**src/rtl/seg_pkg.sv**
```systemverilog
// Shared seven-segment constants: display geometry and active-low hex patterns.
package seg_pkg;

    localparam int DIGITS   = 8;
    localparam int NIBBLE_W = 4;
    localparam int SEG_W    = 7;
    localparam int SAMPLE_W = DIGITS + 1 + SEG_W;

    // Entry n is the {CG..CA} active-low pattern that shows hex digit n.
    localparam logic [SEG_W-1:0] SEG_PATTERNS [16] = '{
        7'h40, 7'h79, 7'h24, 7'h30, 7'h19, 7'h12, 7'h02, 7'h78,
        7'h00, 7'h10, 7'h08, 7'h03, 7'h46, 7'h21, 7'h06, 7'h0E
    };

endpackage

```
**src/rtl/seg_decode.sv**
```systemverilog
// Combinational seven-segment decoder: active-low {CG..CA} pattern to a hex nibble.
module seg_decode
    import seg_pkg::*;
(
    input  logic [SEG_W-1:0]    seg,
    output logic                hit,
    output logic [NIBBLE_W-1:0] nibble
);

    always_comb begin
        hit    = 1'b0;
        nibble = '0;
        for (int i = 0; i < 16; i++) begin
            if (seg == SEG_PATTERNS[i]) begin
                hit    = 1'b1;
                nibble = NIBBLE_W'(i);
            end
        end
    end

endmodule

```
**src/rtl/seg_capture.sv**
```systemverilog
// Seven-segment scan monitor: rebuilds the 32-bit word shown on a multiplexed display.
// Build option SEG_CAPTURE_DP_EN captures decimal points per digit; otherwise DP is ignored.
module seg_capture
    import seg_pkg::*;
#(
    parameter int CLK_FREQUENCY = 100_000_000,
    parameter int STABLE_CYCLES = 16
) (
    input  logic        clk,
    input  logic        rst,
    input  logic        en,
    input  logic        CA,
    input  logic        CB,
    input  logic        CC,
    input  logic        CD,
    input  logic        CE,
    input  logic        CF,
    input  logic        CG,
    input  logic        DP,
    input  logic [7:0]  AN,
    output logic [31:0] data,
    output logic [7:0]  dp,
    output logic        valid,
    output logic        frame_err,
    output logic        err
);

    localparam int CNT_W = 16;
    localparam logic [CNT_W-1:0] CNT_MAX = CNT_W'(STABLE_CYCLES - 1);
    localparam int CLK_FREQUENCY_UNUSED = CLK_FREQUENCY;

    logic [SAMPLE_W-1:0]        pins;
    logic [SAMPLE_W-1:0]        sample;
    logic [CNT_W-1:0]           count;
    logic                       taken;
    logic [DIGITS-1:0]          mask;
    logic [DIGITS-1:0]          mask_next;
    logic [DIGITS-1:0]          dpshadow;
    logic [DIGITS*NIBBLE_W-1:0] shadow;
    logic                       sticky;
    logic                       sticky_next;
    logic                       change;
    logic                       accept;
    logic                       frame_done;
    logic                       store;
    logic                       bad;
    logic [DIGITS-1:0]          an_sel;
    logic                       hit;
    logic [NIBBLE_W-1:0]        nibble;

    // The DP slot holds "point lit" so a disabled build can tie it to zero.
`ifdef SEG_CAPTURE_DP_EN
    assign pins = {AN, ~DP, CG, CF, CE, CD, CC, CB, CA};
`else
    logic dp_unused;
    assign dp_unused = DP;
    assign pins = {AN, 1'b0, CG, CF, CE, CD, CC, CB, CA};
`endif

    seg_decode u_decode (
        .seg    (sample[SEG_W-1:0]),
        .hit    (hit),
        .nibble (nibble)
    );

    assign an_sel     = ~sample[SAMPLE_W-1 -: DIGITS];
    assign change     = (pins != sample);
    assign accept     = en && !change && !taken && (count == CNT_MAX);
    assign frame_done = (mask == '1);

    always_comb begin
        mask_next   = frame_done ? '0 : mask;
        sticky_next = frame_done ? 1'b0 : sticky;
        store       = 1'b0;
        bad         = 1'b0;
        if (accept && (an_sel != '0)) begin
            if ($onehot(an_sel)) begin
                store     = 1'b1;
                mask_next = mask_next | an_sel;
                if (!hit) begin
                    bad         = 1'b1;
                    sticky_next = 1'b1;
                end
            end else begin
                bad = 1'b1;
            end
        end
    end

    always_ff @(posedge clk) begin
        if (rst) begin
            sample    <= '0;
            count     <= '0;
            taken     <= 1'b0;
            mask      <= '0;
            sticky    <= 1'b0;
            shadow    <= '0;
            dpshadow  <= '0;
            data      <= '0;
            dp        <= '0;
            valid     <= 1'b0;
            frame_err <= 1'b0;
            err       <= 1'b0;
        end else begin
            sample <= pins;
            valid  <= 1'b0;
            err    <= 1'b0;
            if (!en) begin
                count  <= '0;
                taken  <= 1'b0;
                mask   <= '0;
                sticky <= 1'b0;
            end else begin
                if (change) begin
                    count <= '0;
                    taken <= 1'b0;
                end else begin
                    if (count != CNT_MAX) begin
                        count <= count + 1'b1;
                    end
                    if (accept && (an_sel != '0)) begin
                        taken <= 1'b1;
                    end
                end
                err    <= bad;
                mask   <= mask_next;
                sticky <= sticky_next;
                if (store) begin
                    for (int i = 0; i < DIGITS; i++) begin
                        if (an_sel[i]) begin
                            shadow[i*NIBBLE_W +: NIBBLE_W] <= hit ? nibble : '0;
                            dpshadow[i] <= sample[SEG_W];
                        end
                    end
                end
                // Frame publishes the cycle after the last missing digit lands.
                if (frame_done) begin
                    data      <= shadow;
                    dp        <= dpshadow;
                    frame_err <= sticky;
                    valid     <= 1'b1;
                end
            end
        end
    end

endmodule

```
**config.mk**
```make
export PLATFORM = sky130hd
export DESIGN_NAME = seg_capture
export DESIGN_NICKNAME = d
export VERILOG_FILES = /design/src/rtl/seg_pkg.sv /design/src/rtl/seg_decode.sv /design/src/rtl/seg_capture.sv
export SDC_FILE = /design/constraint.sdc
export NUM_CORES = 1
export LEC_CHECK = 0
export ABC_AREA = 0
export BUFFER_PORTS_ARGS = -buffer_cell sky130_fd_sc_hd__clkbuf_2
export CORE_MARGIN = 5
export CORE_UTILIZATION = 55
export CTS_BUF_LIST = sky130_fd_sc_hd__clkbuf_16
export CTS_CLUSTER_DIAMETER = 30
export DETAILED_ROUTE_END_ITERATION = 7
export PLACE_DENSITY = 0.76
export SYNTH_ARGS = -nofsm -noshare
export SYNTH_HDL_FRONTEND = slang
export SYNTH_SLANG_ARGS = --single-unit
```
**constraint.sdc**
```tcl
create_clock -name clk -period 7.4 [get_ports clk]
set_input_delay 1.48 -clock clk [delete_from_list [all_inputs] [get_ports clk]]
set_output_delay 1.48 -clock clk [all_outputs]
set_load 0.01 [all_outputs]
```
==> impl_metrics.csv <==
group,metric,value,unit
critical_path,cp.required,7.65,ns
timing,fmax,194.5,MHz
critical_path,cp.buffers_inverters,2,
clock_network,ctsResizeCount,0,
critical_path,worst_path_most_repeated_cell,"fa_1",
grt,antenna_found_initial,0,
clock_network,worst_skew_pair.late_latency,0.34,ns
yosys,yosysWarningCount,0,
drt,route.detailed.drc,0,
clock_network,cts_buffers,9,
final_layout,fin_cells,693,
die,ioPinCount,62,
final_layout,final_common_cell,"dfxtp_1",
placement,gp_congestion,0.8915,
grt,use_met1,0.2416,
clock_network,cts_root_buf,"clkbuf_16",
clock_network,hold_buffers,0,
hold_path,min_path_type,"register to register",
power_and_ir_drop,powerDensity,215.9,nW/um2
clock_network,postCtsSetupRepairBufs,0,
timing,rsz0062_at_grt,"false",
critical_path,crit_chain,"inv_1, fa_1, fa_1, fa_1, ha_1, inv_1, fa_1, a2111oi_0, o211ai_1, nand4b_2, nand2b_1, a211oi_1",
timing,skew,0.005601,ns
placement,io_buffers,52,
yosys,avgSynthCellArea,8.667,um2
clock_network,path_clk_slew,0.08,ns
final_layout,fin_util,0.6133,
critical_path,end_kind,"register",
die,dieArea,10630,um2
die,die_h,103.1,um
final_layout,nets,608,
timing,post-route-period-util,0.6949,
clock_network,clock_sinks,108,
placement,dp_hpwl,6663,um
clock_network,max-clock-path-buffers,2,
yosys,ys.flop_type,"dfxtp_1",
critical_path,cp-start-kind,"register",
yosys,netlist_area,4767,um2
timing,worst_slew_pin_slew,1.104,ns
die,die_w,103.1,um
final_layout,antenna_cells,0,
final_layout,fillers,757,
critical_path,worst_path_max_delay_cell,"nand4b_2",
critical_path,crit_path_max_incr_delay,0.88,ns
timing,drv_slew,0,
drt,drtIter0Drc,146,
yosys,synth_cell_types,54,
final_layout,layout-drive-gt1-share,0.1419,
placement,placedCellCount,677,
final_layout,area_growth,10.55,%
drt,postRouteAntennaNets,0,
drt,routed_wl,9530,um
drt,vias,3687,
grt,grt_start_max_net_pins,83,
grt,overflow,0,
timing,tns,0,ns
status,status,"complete, no violations",
power_and_ir_drop,power,1.138,mW
grt,grt_pass1_wl,16130,um
job,drv_cap,0,
drt,vias_per_cell,5.320,
yosys,synth_edf_count,0,
drt,first_pass_iters,4,
timing,slew_headroom,0.2621,
critical_path,worstSetupPathType,"register to register",
grt,met2_usage,0.3202,
timing,min_period,5.143,ns
grt,use_met3,0.03315,
final_layout,final_cell_mix,"108 x dfxtp_1, 83 x nand2_1, 52 x clkbuf_2, 47 x inv_1, 43 x a21oi_1",
power_and_ir_drop,leakage,1.939,nW
critical_path,critPathMaxFanout,41,
yosys,synth.ff_latch_count,108,
yosys,syn-instance-count,550,
die,rows,34,
power_and_ir_drop,vdd_drop_max,0.1103,mV
timing,hold_violations,0,
critical_path,path_delay_family,"adder cells",
timing,finalSetupViolations,0,
yosys,ys_seq_area_frac,0.4535,
die,initial_core_util,0.5547,
grt,grt.busiest_layer,"met2",
critical_path,arrival,5.39,ns
grt,track_usage,0.1892,
yosys,async_flop_share,0,
drt,wire_per_inst,13.75,um
clock_network,htreeDepth,3,
grt,grt_pass1_vias,3542,
die,design.core.area,8593,um2
clock_network,cts_tree,"done",
cells by family (layout without fill, tap and decap cells):
group / count (synthesis) / count (layout) / share of synthesized area
xor+xnor: 31 / 31 / 0.05696
flops: 108 / 108 / 0.4535
compound gates: 87 / 87 / 0.1171
other cells: 1 / 8 / 0.0007866
simple gates: 224 / 224 / 0.2541
mux: 1 / 1 / 0.002100
fa+ha+maj: 10 / 10 / 0.03202
buf+inv: 88 / 116 / 0.08346
cells in the mapped netlist (2+ instances only):
cell      instances  area share
a211oi_1         32       0.050
a21oi_1          43       0.045
and3_1            5      0.0066
and4_1            3      0.0055
buf_2             9      0.0094
buf_4             9       0.014
buf_6             3      0.0071
clkbuf_1         19       0.015
dfxtp_1         108        0.45
fa_1              4       0.017
ha_1              5       0.013
inv_1            47       0.037
nand2_1          83       0.065
nand2b_1          5      0.0066
nand2b_4          4       0.012
nand3_1           9      0.0094
nand3b_1          3      0.0047
nand4_1          12       0.016
nor2_1           25       0.020
nor2b_1          19       0.025
nor3_1           33       0.035
nor3b_1           3      0.0047
nor4_1            3      0.0039
nor4_4            3       0.013
or3_1             2      0.0026
or4_1             2      0.0031
xnor2_1          16       0.029
xor2_1           15       0.028
layer usage:
metal,vias up,wire (um),part of all wire
li1,1891,-,-
met1,1705,4441,0.47
met2,77,4558,0.48
met3,14,373,0.039
met4,0,156,0.016
met5,-,0,0
final cells by class:
class                   count  area, um2  area share
multi-input cells         361       2233      0.4238
repair buffers             53      267.8     0.05081
well taps                 108      135.1     0.02564
flip-flops and latches    108       2162      0.4103
inverters                  47      176.4     0.03348
clock buffers               9      225.2     0.04274
clock inverters             7      70.07     0.01330
power by group:
part	internal [mW]	switching (mW)
clock	0.238	0.231
sequential	0.585	0.0115
combinational	0.0299	0.0430
path summary, 6_finish.rpt:
| check | from | endpoint | slack, ns | cells after the start |
|---|---|---|---|---|
| max reg2reg | sample[8] | shadow[26] | 2.26 | 12 |
| max | sample[8] | shadow[26] | 2.26 | 12 |
| min reg2reg | shadow[9] | data[9] | 0.45 | 2 |
| min | shadow[9] | data[9] | 0.45 | 2 |
registers in the layout, indices dropped and copies added, names as in the netlist:
signal,flops
frame_err,1
sample,15
data,32
valid,1
taken,1
shadow,32
sticky,1
err,1
count,16
mask,8
tightest hold or removal path: stages (launching register included):
cell     delay (ns)
dfxtp_1        0.31
nand2_1        0.05
a21oi_1        0.05
per-stage QoR:
step | cell area, um2 | hold slack (ns) | setup slack (ns)
after global placement | 4975 | 0.4398 | 2.539
after detailed placement | 4975 | 0.4413 | 2.402
after floorplan | 4793 | 0.4319 | 3.553
after CTS | 5270 | 0.4501 | 2.339
final | 5270 | 0.4492 | 2.257
after global routing | 5270 | 0.4732 | 1.903
Power figures use the tool's default switching activity.
